[config.mk]
export PLATFORM = sky130hd
export DESIGN_NAME = fetch_unit
export DESIGN_NICKNAME = d
export VERILOG_FILES = /design/src/rtl/fetch_unit.sv
export SDC_FILE = /design/constraint.sdc
export NUM_CORES = 1
export LEC_CHECK = 0
export ABC_CLOCK_PERIOD_IN_PS = 6100
export CORE_MARGIN = 4
export CORE_UTILIZATION = 45
export CTS_CLUSTER_SIZE = 30
export DETAILED_ROUTE_END_ITERATION = 10
export PLACE_DENSITY = 0.7
export SLEW_MARGIN = 5
export SYNTH_ARGS = -nofsm -noshare
export SYNTH_HDL_FRONTEND = slang
export SYNTH_SLANG_ARGS = --single-unit
[constraint.sdc]
create_clock -name clk -period 6.1 [get_ports clk]
set_input_delay 1.22 -clock clk [delete_from_list [all_inputs] [get_ports clk]]
set_output_delay 1.22 -clock clk [all_outputs]
set_load 0.03 [all_outputs]
[src/rtl/fetch_unit.sv]
// fetch_unit: instruction fetch stage feeding the decoder.
// Keeps the PC and issues one word read at a time to instruction memory.
// Buffers returned words in a small FIFO and presents {instr, instr_pc} to decode.
// A redirect flushes the buffer and discards any stale in-flight response.
// Optional feature macro: FETCH_MISALIGN_TRAP_EN. When defined, the instr_misaligned
// output is added and fetch halts after an unaligned redirect target. When undefined,
// the low two bits of redirect_pc are forced to zero.
module fetch_unit #(
    parameter int unsigned           DATA_WIDTH = 32,
    parameter int unsigned           ADDR_WIDTH = 32,
    parameter logic [ADDR_WIDTH-1:0] RESET_PC   = '0,
    parameter int unsigned           FIFO_DEPTH = 2
) (
    input  logic                  clk,
    input  logic                  rst_n,
    output logic                  imem_req_valid,
    input  logic                  imem_req_ready,
    output logic [ADDR_WIDTH-1:0] imem_addr,
    input  logic                  imem_resp_valid,
    input  logic [DATA_WIDTH-1:0] imem_resp_data,
    input  logic                  redirect_valid,
    input  logic [ADDR_WIDTH-1:0] redirect_pc,
    output logic                  instr_valid,
    input  logic                  instr_ready,
    output logic [DATA_WIDTH-1:0] instr,
    output logic [ADDR_WIDTH-1:0] instr_pc
`ifdef FETCH_MISALIGN_TRAP_EN
    ,
    output logic                  instr_misaligned
`endif
);

    localparam int unsigned           PTR_W     = (FIFO_DEPTH > 1) ? $clog2(FIFO_DEPTH) : 1;
    localparam int unsigned           CNT_W     = PTR_W + 1;
    localparam logic [CNT_W-1:0]      DEPTH_CNT = CNT_W'(FIFO_DEPTH);
    localparam logic [ADDR_WIDTH-1:0] PC_STEP   = ADDR_WIDTH'(4);

    // IDLE: buffer has no room; REQ: request presented; WAIT: one request outstanding;
    // DROP: outstanding response belongs to a flushed path.
    typedef enum logic [1:0] {
        StIdle,
        StReq,
        StWait,
        StDrop
    } state_e;

    state_e                state_q, state_d;
    logic [ADDR_WIDTH-1:0] pc_q, pc_d;
    logic [ADDR_WIDTH-1:0] req_addr_q, req_addr_d;
    logic                  req_valid_q, req_valid_d;

    logic [DATA_WIDTH-1:0] buf_data_q [FIFO_DEPTH];
    logic [ADDR_WIDTH-1:0] buf_pc_q   [FIFO_DEPTH];
    logic [PTR_W-1:0]      wr_ptr_q, wr_ptr_d;
    logic [PTR_W-1:0]      rd_ptr_q, rd_ptr_d;
    logic [CNT_W-1:0]      count_q, count_d;
    logic [CNT_W-1:0]      count_after_pop;

    logic                  instr_valid_q, instr_valid_d;
    logic [DATA_WIDTH-1:0] instr_q, instr_d;
    logic [ADDR_WIDTH-1:0] instr_pc_q, instr_pc_d;

    logic                  push;
    logic                  pop;
    logic [ADDR_WIDTH-1:0] redir_target;
    logic                  redir_bad;
    logic                  halted;

`ifdef FETCH_MISALIGN_TRAP_EN
    logic misaligned_q, misaligned_d;

    assign redir_target     = redirect_pc;
    assign redir_bad        = redirect_valid && (redirect_pc[1:0] != 2'b00);
    assign halted           = misaligned_q;
    assign instr_misaligned = misaligned_q;

    // Trap flag: every redirect rewrites it with the alignment of its target
    always_comb begin
        misaligned_d = misaligned_q;
        if (redirect_valid) begin
            misaligned_d = redir_bad;
        end
    end

    // Trap flag register
    always_ff @(posedge clk or negedge rst_n) begin
        if (!rst_n) begin
            misaligned_q <= 1'b0;
        end else begin
            misaligned_q <= misaligned_d;
        end
    end
`else
    logic [1:0] unused_redirect_lo;

    assign unused_redirect_lo = redirect_pc[1:0];
    assign redir_target       = {redirect_pc[ADDR_WIDTH-1:2], 2'b00};
    assign redir_bad          = 1'b0;
    assign halted             = 1'b0;
`endif

    // A redirect kills both the push of a same-cycle response and any pop.
    assign push            = (state_q == StWait) && imem_resp_valid && !redirect_valid;
    assign pop             = instr_valid_q && instr_ready && !redirect_valid;
    assign count_after_pop = count_q - CNT_W'(pop);

    // Buffer pointers/occupancy and the registered head presented to decode
    always_comb begin
        wr_ptr_d      = wr_ptr_q;
        rd_ptr_d      = rd_ptr_q;
        count_d       = count_q;
        instr_valid_d = instr_valid_q;
        instr_d       = instr_q;
        instr_pc_d    = instr_pc_q;
        if (redirect_valid) begin
            wr_ptr_d      = '0;
            rd_ptr_d      = '0;
            count_d       = '0;
            instr_valid_d = 1'b0;
            if (redir_bad) begin
                instr_pc_d = redirect_pc;
            end
        end else begin
            if (push) begin
                wr_ptr_d = wr_ptr_q + PTR_W'(1);
            end
            if (pop) begin
                rd_ptr_d = rd_ptr_q + PTR_W'(1);
            end
            count_d       = count_after_pop + CNT_W'(push);
            instr_valid_d = (count_d != '0);
            if (count_after_pop == '0) begin
                // Buffer drains this cycle: a pushed word bypasses straight to the head
                if (push) begin
                    instr_d    = imem_resp_data;
                    instr_pc_d = req_addr_q;
                end
            end else begin
                instr_d    = buf_data_q[rd_ptr_d];
                instr_pc_d = buf_pc_q[rd_ptr_d];
            end
        end
    end

    // Fetch FSM next state, PC update and request-address capture
    always_comb begin
        state_d    = state_q;
        pc_d       = pc_q;
        req_addr_d = req_addr_q;
        unique case (state_q)
            StIdle: begin
                // Nothing is reserved in IDLE, so occupancy alone decides
                if (!halted && (count_q < DEPTH_CNT)) begin
                    state_d = StReq;
                end
            end
            StReq: begin
                if (imem_req_ready) begin
                    pc_d       = pc_q + PC_STEP;
                    req_addr_d = pc_q;
                    state_d    = StWait;
                end
            end
            StWait: begin
                if (imem_resp_valid) begin
                    state_d = (count_d < DEPTH_CNT) ? StReq : StIdle;
                end
            end
            StDrop: begin
                if (imem_resp_valid) begin
                    state_d = halted ? StIdle : StReq;
                end
            end
            default: state_d = StIdle;
        endcase

        if (redirect_valid) begin
            pc_d = redir_target;
            unique case (state_q)
                // A response landing with the redirect retires the outstanding request
                StWait:  state_d = imem_resp_valid ? StReq : StDrop;
                // Handshake completes this cycle, so its response must be dropped
                StReq:   state_d = imem_req_ready ? StDrop : StReq;
                // Leave DROP only once the stale response has actually arrived
                StDrop:  state_d = imem_resp_valid ? StReq : StDrop;
                default: state_d = StReq;
            endcase
            if (redir_bad && (state_d == StReq)) begin
                state_d = StIdle;
            end
        end

        req_valid_d = (state_d == StReq);
    end

    // Control state and registered outputs
    always_ff @(posedge clk or negedge rst_n) begin
        if (!rst_n) begin
            state_q       <= StIdle;
            pc_q          <= RESET_PC;
            req_addr_q    <= RESET_PC;
            req_valid_q   <= 1'b0;
            wr_ptr_q      <= '0;
            rd_ptr_q      <= '0;
            count_q       <= '0;
            instr_valid_q <= 1'b0;
            instr_q       <= '0;
            instr_pc_q    <= '0;
        end else begin
            state_q       <= state_d;
            pc_q          <= pc_d;
            req_addr_q    <= req_addr_d;
            req_valid_q   <= req_valid_d;
            wr_ptr_q      <= wr_ptr_d;
            rd_ptr_q      <= rd_ptr_d;
            count_q       <= count_d;
            instr_valid_q <= instr_valid_d;
            instr_q       <= instr_d;
            instr_pc_q    <= instr_pc_d;
        end
    end

    // Buffer storage; contents are qualified by count_q so no reset is needed
    always_ff @(posedge clk) begin
        if (push) begin
            buf_data_q[wr_ptr_q] <= imem_resp_data;
            buf_pc_q[wr_ptr_q]   <= req_addr_q;
        end
    end

    // imem_addr tracks the PC, which stays put while a request waits for ready
    assign imem_req_valid = req_valid_q;
    assign imem_addr      = pc_q;
    assign instr_valid    = instr_valid_q;
    assign instr          = instr_q;
    assign instr_pc       = instr_pc_q;

endmodule

[Yosys cells after proc, flatten, opt, wreduce, memory -nomap -nowiden]
Memory sizes are Yosys's and may differ from the RTL's.
Cells that the tools add are included.
Word-level totals
  bits in writable memories: 128
  word-level logic and storage cells: 66
  memory bits (read-only): 0
  memories kept: 2
  bits of input ports: 70
  register bits after elaboration: 136
  latch bits: 0
  output and inout bits: 98
Cells by class
  div/mod/pow operators: 0
  muxes and demuxes: 26
  add/subtract/negate cells: 5
  magnitude comparators: 2
  shift-type cells: 0
  bitwise logic cells: 1
  $mul: 0
  reductions and logical operators: 15
  eq/ne operators: 5
Memories
  buf_data_q: depth 2, width 32, rd ports 1, clocked after Yosys merged registers in 0, wr ports 1, RTL line 52  | logic [DATA_WIDTH-1:0] buf_data_q [FIFO_DEPTH];
  buf_pc_q: depth 2, width 32, rd ports 1, clocked after Yosys merged registers in 0, wr ports 1, RTL line 53  | logic [ADDR_WIDTH-1:0] buf_pc_q [FIFO_DEPTH];
Operator list (number)
  two-way mux 32 bit: 7
  adder 32 x 3 -> 32 bit, second input constant: 1
  two-way mux 2 bit: 8
  two-way mux 1 bit: 9
  one-hot mux 2 bit (4 select lines): 1
  nonzero test 2 bit: 4
  AND reduction 2 bit: 3
  equality test 2 x 1 -> 1 bit, second input constant: 2
  equality test 2 bit, second input constant: 2
  logical AND 1 bit: 4
  logical NOT 2 bit: 2
  < comparator 2 bit, second input constant: 2
  one-hot mux 2 bit (2 select lines): 1
  adder 1 bit, second input constant: 2
  adder 2 x 1 -> 2 bit: 1
  inequality test 2 bit, second input constant: 1
  OR reduction 2 bit: 1
  subtractor 2 x 1 -> 2 bit: 1
  logical NOT 1 bit: 1
  NOT 1 bit: 1

[Depth between registers and ports, before layout]
Gate-level depths: netlist of the first run.
  depth in word-level cells: 11
  gate-level depth with buffers: 11

[Worst setup path before layout of the first run]
No wires, ideal clock.
  path type: input to register
  from: input redirect_valid
  to: memory buf_data_q[0][0] (enable)
  slack: -0.267 ns
  data arrival time: 5.808 ns
  cell stages on the path: 3
  library setup time: 0.559 ns
  path through: buf_6 -> clkbuf_1 -> nor3_1
On the way
  longest elaborated chain between the ends: 4
Ends and longest elaborated chain
  start, declared: RTL line 21  | input logic redirect_valid,
  logical NOT 1 bit: RTL line 103  | assign push = (state_q == StWait) && imem_resp_valid && !redirect_valid;
  logical AND 1 bit: RTL line 103
  two-way mux 1 bit: RTL line 225  | if (push) begin
  two-way mux 1 bit (implied by the code): RTL line 226  | buf_data_q[wr_ptr_q] <= imem_resp_data;
  end, declared: RTL line 52
No other way between the ends.

[Worst setup path after layout of the first run]
  from: input instr_ready
  to: register instr_q[11], in the netlist instr[11]
On the way
  longest elaborated chain between the ends: 6
  elaborated cells between the ends (all ways): 10
  classes of those cells: add/sub (1); eq/ne (1); mux (3); reduce/logical (4); memory (1)
Ends and longest elaborated chain
  start, declared: RTL line 24  | input logic instr_ready,
  logical AND 1 bit * (2 in a row): RTL line 104  | assign pop = instr_valid_q && instr_ready && !redirect_valid;
  subtractor 2 x 1 -> 2 bit or two-way mux 1 bit (tied branches): RTL line 105, 127
  logical NOT 2 bit or two-way mux 1 bit (tied branches): RTL line 132, 115
  inequality test 2 bit (no line) or memory read (2 x 32 bit) (tied branches)
  AND reduction 2 bit (no line) or two-way mux 32 bit (tied branches)
  end signal, assigned: RTL line 218  | instr_q <= instr_d;
  end, declared: RTL line 60  | logic [DATA_WIDTH-1:0] instr_q, instr_d;
Every way passes the cells marked *; elsewhere a longest branch is shown, timed or not. The select of a mux whose other input is x is not followed.
A chain may end at the register's enable or synchronous reset.

==> flow_summary.ini, run 1 <==
[clock_tree]
postCtsHoldBufs = 0
post_cts.repair.setup_buffers = 0
clock_latency_ns = 0.51
h-tree-depth = 1
clk_pin_slew_ns = 0.06
cts_sinks = 254
cts_inserted_buffers = 26
cts_repair_resize_count = 0
cts_tree = done
cts_root_buf = clkbuf_16
clock_path_buffers = 3

[die]
initial_utilization = 0.457
fp-row-count = 54
die-width_um = 157
die_h_um = 157
core_area_um2 = 21800
dieArea_um2 = 24600
io_pins = 168

[hold_path]
hold_path_class = register to register
hold_depth = 0

[pwr]
total_power_mw = 5.38
irDropWorstVdd_mv = 0.196
power.leakage_nw = 4.90
power_density_nw_per_um2 = 425

[grt]
grt_pass1_vias = 6972
grt_first_pass_wirelength_mm = 39.1
track_usage = 0.199
antenna_found_initial = 1
grt_overflow = 0
grt_max_degree = 87

[timing]
final.setup_skew_ns = 0.0111
fin_setup_tns_ns = 0
slew_violations = 0
fin_ws_ns = 2.20
finalHoldViolCount = 0
slew_headroom = 0.285
fmax_ghz = 0.257
fin_crit_ns = 3.90
report.final.setup_viol = 0
rsz0062_at_grt = false
worst_pin_slew_ns = 1.07
period_share = 0.639

[detailed_routing]
dr_total_vias = 6997
drtPass1Iterations = 5
ant_nets = 0
wirelength_mm = 24.8
routed_via_density = 5.47
wl_per_cell_um = 19.4
drcViolationCount = 0
drtIter0Drc = 528

[placed_design]
dpl.hpwl_mm = 14.9
placedCellCount = 1232
portBuffers = 161
pre_cts_slack_ns = 1.69
place_area_um2 = 11900
routabilityCongestion = 0.811

[worst_setup_path]
worst_setup_path_start_kind = input pin
worstRegToRegCells = 8
worstSetupPathType = input pin to register
cp_slowest_cell = a21oi_4
cp_cell_sequence = clkdlybuf4s50_1 > and3_1 > ha_1 > xor2_1 > nor2_1 > a21oi_4 > buf_4 > o22ai_1 > a31oi_1
cpPeakStageDelay_ns = 0.61
cp.arrival_ns = 4.32
cp.required_ns = 6.52
cp_max_fo = 36
end_kind = register

[yosys]
synth.distinct_cells = 42
synth_common_cells = nand2_1, dfrtp_1, edfxtp_1
synth_seq_area_share = 0.699
ys_seq_elements = 254
yosysTopAreaCell = edfxtp_1
synthCells = 829
synth_top_area_frac = 0.373
synth_flop_cell = dfrtp_1
synth_area_um2 = 9980
syn_area_per_cell_um2 = 12.0
synthTopCellsByArea = edfxtp_1, dfrtp_1, nand2_1
synth-edff-count = 124
yosysWarnings = 0
ys_async_sr_fraction = 0.512
synth_most_common_cell = nand2_1

[cells_and_area]
fillers = 1766
final_area_um2 = 12700
drive_above_1_share = 0.0670
nets = 1053
num_antenna_cells = 0
synthToLayoutAreaGrowth_pct = 26.8
final_cells = 1280

[run]
drv_cap = 0

[status]
outcome = completed
==> stage by stage <==
stage	utilization	hold WS [ns]
2_1_floorplan	-	0.463
3_3_place_gp	0.543	0.480
3_5_place_dp	0.543	0.496
4_1_cts	0.580	0.508
5_1_grt	0.580	0.521
6_report	0.580	0.508
==> flip-flops by register name, summed over array words and instances (netlist names) <==
signal,flops
wr_ptr_q,1
count_q,2
req_addr_q,30
buf_data_q,64
buf_pc_q,60
instr_valid,1
instr_pc,30
rd_ptr_q,1
imem_req_valid,1
imem_addr,30
instr,32
state_q,2
==> metal layers <==
metal,up-vias,global-route usage,part of all wire
li1,3279,-,-
met1,3422,0.280,0.43
met2,264,0.317,0.47
met3,30,0.0509,0.082
met4,2,0.0438,0.016
met5,-,0,0.00052
==> power breakdown <==
part           internal (mW)  switching (mW)
Combinational          0.653           0.856
Clock                  0.861           0.628
Sequential              2.14           0.244
==> worst max-delay path: cells and delay by family <==
family          cells  cell delay [ns]
xor+xnor            1             0.25
compound gates      3             0.96
fa+ha+maj           1             0.24
buf+inv             2             0.97
simple gates        2             0.65
==> area by class of cell <==
type,count,area (µm²),area share
flip-flops and latches,254,6980,0.551
clock buffers,35,716,0.0565
multi-input cells,514,2790,0.221
well taps,280,350,0.0277
repair buffers,173,1700,0.134
clock inverters,13,85.1,0.00672
inverters,11,41.3,0.00326
==> layout by cell type, fill, tap and decap left out, types with 2 or more instances in the layout <==
cell / Yosys / layout
clkinv_1: 0 / 6
o21ai_0: 32 / 32
clkbuf_16: 0 / 27
and2_2: 2 / 2
o22ai_1: 57 / 57
clkbuf_1: 34 / 7
clkinv_2: 0 / 5
clkdlybuf4s50_1: 0 / 159
xor2_1: 15 / 14
nor3_1: 4 / 3
and3_1: 6 / 6
inv_1: 11 / 11
dfrtp_1: 130 / 130
or4_1: 3 / 3
nand3_1: 14 / 14
edfxtp_1: 124 / 124
o221ai_1: 5 / 5
nand2_1: 235 / 234
a31oi_1: 57 / 57
nand3b_1: 2 / 2
ha_1: 3 / 3
mux2_2: 2 / 2
mux2i_1: 6 / 6
and4_1: 3 / 3
xnor2_1: 17 / 17
buf_4: 4 / 12
nor4_1: 6 / 6
nand4_1: 14 / 14
nor2_1: 10 / 9
conb_1: 1 / 4
nor2b_1: 3 / 3
or2_2: 2 / 2
==> cells by family (layout without fill, tap and decap cells) <==
| group | count (synthesis) | in the layout | synth area share |
|---|---|---|---|
| other cells | 1 | 4 | 0.000376 |
| buf+inv | 64 | 232 | 0.0290 |
| flops | 254 | 254 | 0.699 |
| xor+xnor | 33 | 33 | 0.0297 |
| simple gates | 312 | 312 | 0.136 |
| mux | 8 | 8 | 0.00827 |
| fa+ha+maj | 3 | 3 | 0.00376 |
| compound gates | 154 | 154 | 0.0939 |
==> path summary, 6_finish.rpt <==
path	start	end	slack, ns
setup / recovery	instr_ready	instr[11]$_DFFE_PN0P_	2.20
hold / removal	req_addr_q[29]$_DFFE_PN0P_	buf_pc_q[1][29]$_DFFE_PP_	0.51
setup reg to reg	instr_valid$_DFF_PN0_	instr[11]$_DFFE_PN0P_	3.03
hold reg to reg	req_addr_q[29]$_DFFE_PN0P_	buf_pc_q[1][29]$_DFFE_PP_	0.51
max in group asynchronous	rst_n	instr_pc[19]$_DFFE_PN0P_	4.14
min in group asynchronous	rst_n	instr[9]$_DFFE_PN0P_	0.77
Note: power is estimated with default switching activity, not from simulation.
==> inputs of run 2 (changes only) <==
--- a/config.mk
+++ b/config.mk
@@ -5,7 +5,7 @@
 export SDC_FILE = /design/constraint.sdc
 export NUM_CORES = 1
 export LEC_CHECK = 0
-export ABC_CLOCK_PERIOD_IN_PS = 6100
+export ABC_CLOCK_PERIOD_IN_PS = 4019
 export CORE_MARGIN = 4
 export CORE_UTILIZATION = 45
 export CTS_CLUSTER_SIZE = 30
==> constraint.sdc (replaced) <==
create_clock -name clk -period 4.02 [get_ports clk]
set_input_delay 0.804 -clock clk [delete_from_list [all_inputs] [get_ports clk]]
set_output_delay 0.804 -clock clk [all_outputs]
set_load 0.03 [all_outputs]
==> run 2 against run 1 <==
Critical path depth is the same; sequential cell count stayed put; utilization is 0.70 points higher; clock power up 59%; sequential share of layout area is 0.66 points lower; clock skew rose by 0.0035 ns; global-route usage up 0.14 points; routed wire length is 1.6% lower; register-to-register slack got worse by 1.5 ns; sequential power rose by 51%; first-iteration DRC count fell by 19%; count of clock-buffer cells in the layout fell by 1; critical endpoint is now instr[5]$_DFFE_PN0P_; largest cell class unchanged.
==> flow_summary.ini, run 2 (synthesis gave the netlist of run 1 again) <==
[cells_and_area]
layout_commonest_cell = nand2_1
largest_reg_flops = 64
nets = 1058
largest_register = buf_data_q
fillers = 1749
drive_above_1_share = 0.0736
final_area_um2 = 12800
num_antenna_cells = 0
most-common-layout-cells = nand2_1, clkdlybuf4s50_1, dfrtp_1
synthToLayoutAreaGrowth_pct = 28.4

[detailed_routing]
drtPass1Iterations = 4
wirelength_mm = 24.4
ant_nets = 0
drcViolationCount = 0
wl_per_cell_um = 19.0
drtIter0Drc = 426
routed_via_density = 5.49
dr_total_vias = 7064

[grt]
grtUsageMet1 = 0.277
antenna_found_initial = 1
grt_use_met3 = 0.0423
grt_pass1_vias = 7297
grt_overflow = 0
grt_max_degree = 81
track_usage = 0.201
grt.met2_usage = 0.328
grt_first_pass_wirelength_mm = 39.4
top_usage_layer = met2

[clock_tree]
cts_repair_resize_count = 0
clock_latency_ns = 0.53
post_cts.repair.setup_buffers = 0
clk_pin_slew_ns = 0.06
h-tree-depth = 1
postCtsHoldBufs = 0
cts_tree = done
clock_path_buffers = 3
cts_sinks = 254
cts_root_buf = clkbuf_16
cts_inserted_buffers = 27

[timing]
fin_crit_ns = 2.91
whs_ns = 0.332
fmax_ghz = 0.344
fin_setup_tns_ns = 0
finalHoldViolCount = 0
worst_pin_slew_ns = 1.10
fin_ws_ns = 1.11
final.setup_skew_ns = 0.0146
rsz0062_at_grt = false
report.final.setup_viol = 0
slew_headroom = 0.267
slew_violations = 0
period_share = 0.723

[hold_path]
hold_path_class = input pin to async pin

[worst_setup_path]
regToRegStartpoint = instr_valid$_DFF_PN0_
cp.required_ns = 4.46
worstRegToRegCells = 8
cp_max_fo = 57
cp-startpoint = instr_ready
end_kind = register
worst_setup_path_start_kind = input pin
worstSetupPathType = input pin to register
cp.arrival_ns = 3.35

[run]
drv_cap = 0

[pwr]
irDropWorstVdd_mv = 0.280
power_density_nw_per_um2 = 647
power.leakage_nw = 4.96

[placed_design]
routabilityCongestion = 0.821
portBuffers = 161
dpl.hpwl_mm = 15.2
pre_cts_slack_ns = 0.594
place_area_um2 = 12000

[die]
dieArea_um2 = 24600
die_h_um = 157
die-width_um = 157
io_pins = 168
initial_utilization = 0.457
core_area_um2 = 21800
fp-row-count = 54

[status]
outcome = completed
[run 2: cell count changes in the layout (fill, tap and decap cells not counted)]
cell        change
and2_4          -1
inv_6           +1
and2_2          +1
buf_12          +6
clkinvlp_4      +1
clkinv_2        -1
inv_8           +1
clkbuf_1        -1
buf_4           -2
bufinv_16       +1
[run 2: layout make-up]
type | instances | area (µm²) | area share
clock buffer | 34 | 712 | 0.0556
clock inverter | 16 | 138 | 0.0107
inverter | 11 | 41.3 | 0.00322
multi-input combinational | 514 | 2790 | 0.218
sequential | 254 | 6980 | 0.545
tap | 280 | 350 | 0.0273
timing repair buffer | 177 | 1800 | 0.141
[run 2: where the power goes]
group          switching (mW)  leakage (nW)  internal, mW
clock network           0.984         0.411          1.38
logic                    1.30          1.88          1.00
registers               0.367          2.66          3.25
total                    2.65          4.96          5.64
[run 2: final timing paths]
kind / slack (ns) / end
setup / recovery: 1.11 / instr[5]$_DFFE_PN0P_
hold / removal: 0.33 / instr[3]$_DFFE_PN0P_
setup reg to reg: 1.50 / instr[5]$_DFFE_PN0P_
hold reg to reg: 0.50 / buf_pc_q[0][12]$_DFFE_PP_
max in group asynchronous: 2.92 / imem_addr[4]$_DFFE_PN0P_
min in group clk: 0.50 / buf_pc_q[0][12]$_DFFE_PP_
[run 2: critical path, cell delays in order]
cell             delay, ns
clkdlybuf4s50_1       0.46
and3_1                0.37
ha_1                  0.25
xor2_1                0.25
nor2_1                0.16
a21oi_4               0.40
buf_12                0.33
o22ai_1               0.12
a31oi_1               0.17
[run 2: stage by stage]
step           std cells  power [mW]   util
6_report            1286        8.29  0.587
5_1_grt             1286        8.68  0.587
3_3_place_gp        1236        5.94  0.548
2_1_floorplan        832        4.89      -
3_5_place_dp        1236        5.99  0.548
4_1_cts             1286        8.36  0.587
[run 2: routing by layer]
metal	wire (µm)	part of all wire
met1	10600	0.43
met2	11500	0.47
met3	1760	0.072
met4	563	0.023
met5	0	0
==> inputs of run 3 (changes only) <==
--- a/config.mk
+++ b/config.mk
@@ -5,12 +5,12 @@
 export SDC_FILE = /design/constraint.sdc
 export NUM_CORES = 1
 export LEC_CHECK = 0
-export ABC_CLOCK_PERIOD_IN_PS = 4019
+export ABC_CLOCK_PERIOD_IN_PS = 2590
 export CORE_MARGIN = 4
 export CORE_UTILIZATION = 45
 export CTS_CLUSTER_SIZE = 30
 export DETAILED_ROUTE_END_ITERATION = 10
-export PLACE_DENSITY = 0.7
+export PLACE_DENSITY = 0.73
 export SLEW_MARGIN = 5
 export SYNTH_ARGS = -nofsm -noshare
 export SYNTH_HDL_FRONTEND = slang
==> constraint.sdc (replaced) <==
create_clock -name clk -period 2.59 [get_ports clk]
set_input_delay 0.518 -clock clk [delete_from_list [all_inputs] [get_ports clk]]
set_output_delay 0.518 -clock clk [all_outputs]
set_load 0.03 [all_outputs]
==> run 3 against run 2 <==
Non-clock buffer count increased by 22; critical path depth shrank 8; hold slack improved by 0.15 ns; clock skew is 0.0060 ns lower; cell area increased by 1.3%; critical path type is now register to output port; total power grew 54%; critical endpoint is now imem_addr[4].
==> flow_summary.ini, run 3 (synthesis gave the netlist of run 1 again) <==
[worst_setup_path]
cp_slowest_cell = clkdlybuf4s50_1
cp.arrival_ns = 1.81
cp_max_fo = 8
cpPeakStageDelay_ns = 0.75
cp.required_ns = 2.07
cp_top_family = buffers and inverters
reg2reg_slack_ns = 0.37
cp_num_buf_inv = 1
worstSetupPathType = register to output port
worst_setup_path_start_kind = register
end_kind = output port
cp_cell_sequence = clkdlybuf4s50_1

[timing]
report.final.setup_viol = 0
fmax_ghz = 0.430
final.setup_skew_ns = 0.00864
rsz0062_at_grt = false
slew_violations = 0
fin_crit_ns = 2.33
finalHoldViolCount = 0
period_share = 0.898

[clock_tree]
post_cts.repair.setup_buffers = 0
clock_latency_ns = 0.51
cts_tree = done
cts_root_buf = clkbuf_16
clock_path_buffers = 3
cts_inserted_buffers = 25
cts_sinks = 254
h-tree-depth = 1
clk_pin_slew_ns = 0.06

[detailed_routing]
routed_via_density = 5.54
drtIter0Drc = 550
drcViolationCount = 0
wirelength_mm = 25.0
dr_total_vias = 7225
drtPass1Iterations = 5
wl_per_cell_um = 19.2
ant_nets = 0

[cells_and_area]
fin_util = 0.595
largest_register = buf_data_q
most-common-layout-cells = nand2_1, clkdlybuf4s50_1, dfrtp_1
final_area_um2 = 13000
nets = 1078
drive_above_1_share = 0.0890
synthToLayoutAreaGrowth_pct = 30.0
layout_commonest_cell = nand2_1
num_antenna_cells = 0
largest_reg_flops = 64

[die]
die_h_um = 157
dieArea_um2 = 24600
io_pins = 168
fp-row-count = 54
die-width_um = 157
initial_utilization = 0.457
core_area_um2 = 21800

[hold_path]
hold_path_class = input pin to async pin

[pwr]
clkPwrFrac = 0.275
switching_share = 0.318
switchingPower_mw = 4.06
combPwrFrac = 0.285
p_int_mw = 8.70
power.leakage_nw = 5.06
power_density_nw_per_um2 = 983
power_frac_seq = 0.440
irDropWorstVdd_mv = 0.458

[placed_design]
routabilityCongestion = 0.828
portBuffers = 161
dpl.hpwl_mm = 15.9
place_area_um2 = 12200

[grt]
antenna_found_initial = 0
grt_pass1_vias = 7295
grt_max_degree = 63
grt_first_pass_wirelength_mm = 39.1
track_usage = 0.199
grt_overflow = 0

[run]
drv_cap = 0

[status]
outcome = completed
==> run 3: cell types whose count changed in the layout (fill, tap and decap cells not counted), sizes merged <==
cell and change:
buf +21, clkinv -5, clkbuf +4, clkinvlp -2
inv -2, dlygate4sd3 +1
==> run 3: final cells by class <==
type                       instances  area, µm²
clock buffer                      38        704
clock inverter                     7       83.8
tap                              280        350
timing repair buffer             199       2030
inverter                          11       41.3
fill                            1699       8840
sequential                       254       6980
multi-input combinational        514       2790
==> run 3: worst paths after layout <==
| path | from | to | depth (start not counted) |
|---|---|---|---|
| max in group asynchronous | rst_n | instr_pc[18]$_DFFE_PN0P_ | 3 |
| hold / removal | rst_n | instr[12]$_DFFE_PN0P_ | 2 |
| setup reg to reg | imem_addr[6]$_DFFE_PN0P_ | imem_addr[28]$_DFFE_PN0P_ | 5 |
| min in group clk | redirect_valid | state_q[0]$_DFF_PN0_ | 4 |
| setup / recovery | imem_addr[4]$_DFFE_PN0P_ | imem_addr[4] | 1 |
| hold reg to reg | req_addr_q[20]$_DFFE_PN0P_ | buf_pc_q[1][20]$_DFFE_PP_ | 0 |
==> run 3: metal layers <==
| layer | global-route usage | up-vias | wire length [µm] |
|---|---|---|---|
| li1 | - | 3324 | - |
| met1 | 0.274 | 3567 | 10500 |
| met2 | 0.329 | 288 | 12100 |
| met3 | 0.0368 | 46 | 1900 |
| met4 | 0.0545 | 0 | 539 |
| met5 | 0 | - | 0 |
==> run 3: worst register-to-register path, stage by stage (launching register included) <==
cell and delay [ns]:
dfrtp_1 0.48, and4_4 0.32, nand3_4 0.13, or4_1 0.64
or4_1 0.50, nand3_1 0.09
==> run 3: repair_timing <==
item,in CTS,in global routing
hold buffers,1,0
endpoints found under the hold margin,36,0
gates resized for setup,0,0
==> run 3: per-stage QoR <==
step | setup WS (ns) | setup TNS (ns) | power [mW] | cells | hold WS [ns]
final | 0.264 | 0 | 12.8 | 1303 | 0.486
after global routing | 0.218 | 0 | 13.3 | 1303 | 0.488
after CTS | 0.270 | 0 | 12.9 | 1303 | 0.467
after detailed placement | -0.0316 | -0.0533 | 9.34 | 1257 | 0.456
after global placement | 0.0285 | 0 | 9.25 | 1257 | 0.460
after floorplan | -0.141 | -8.76 | 7.60 | 832 | 0.222
==> run 3: power by group through the flow <==
stage | Combinational [mW] | Clock, mW | Sequential, mW
final | 3.64 | 3.50 | 5.61
after global routing | 3.87 | 3.75 | 5.70
after CTS | 3.68 | 3.58 | 5.61
after detailed placement | 3.66 | 0 | 5.68
after global placement | 3.60 | 0 | 5.65
after floorplan | 0.975 | 0 | 6.62
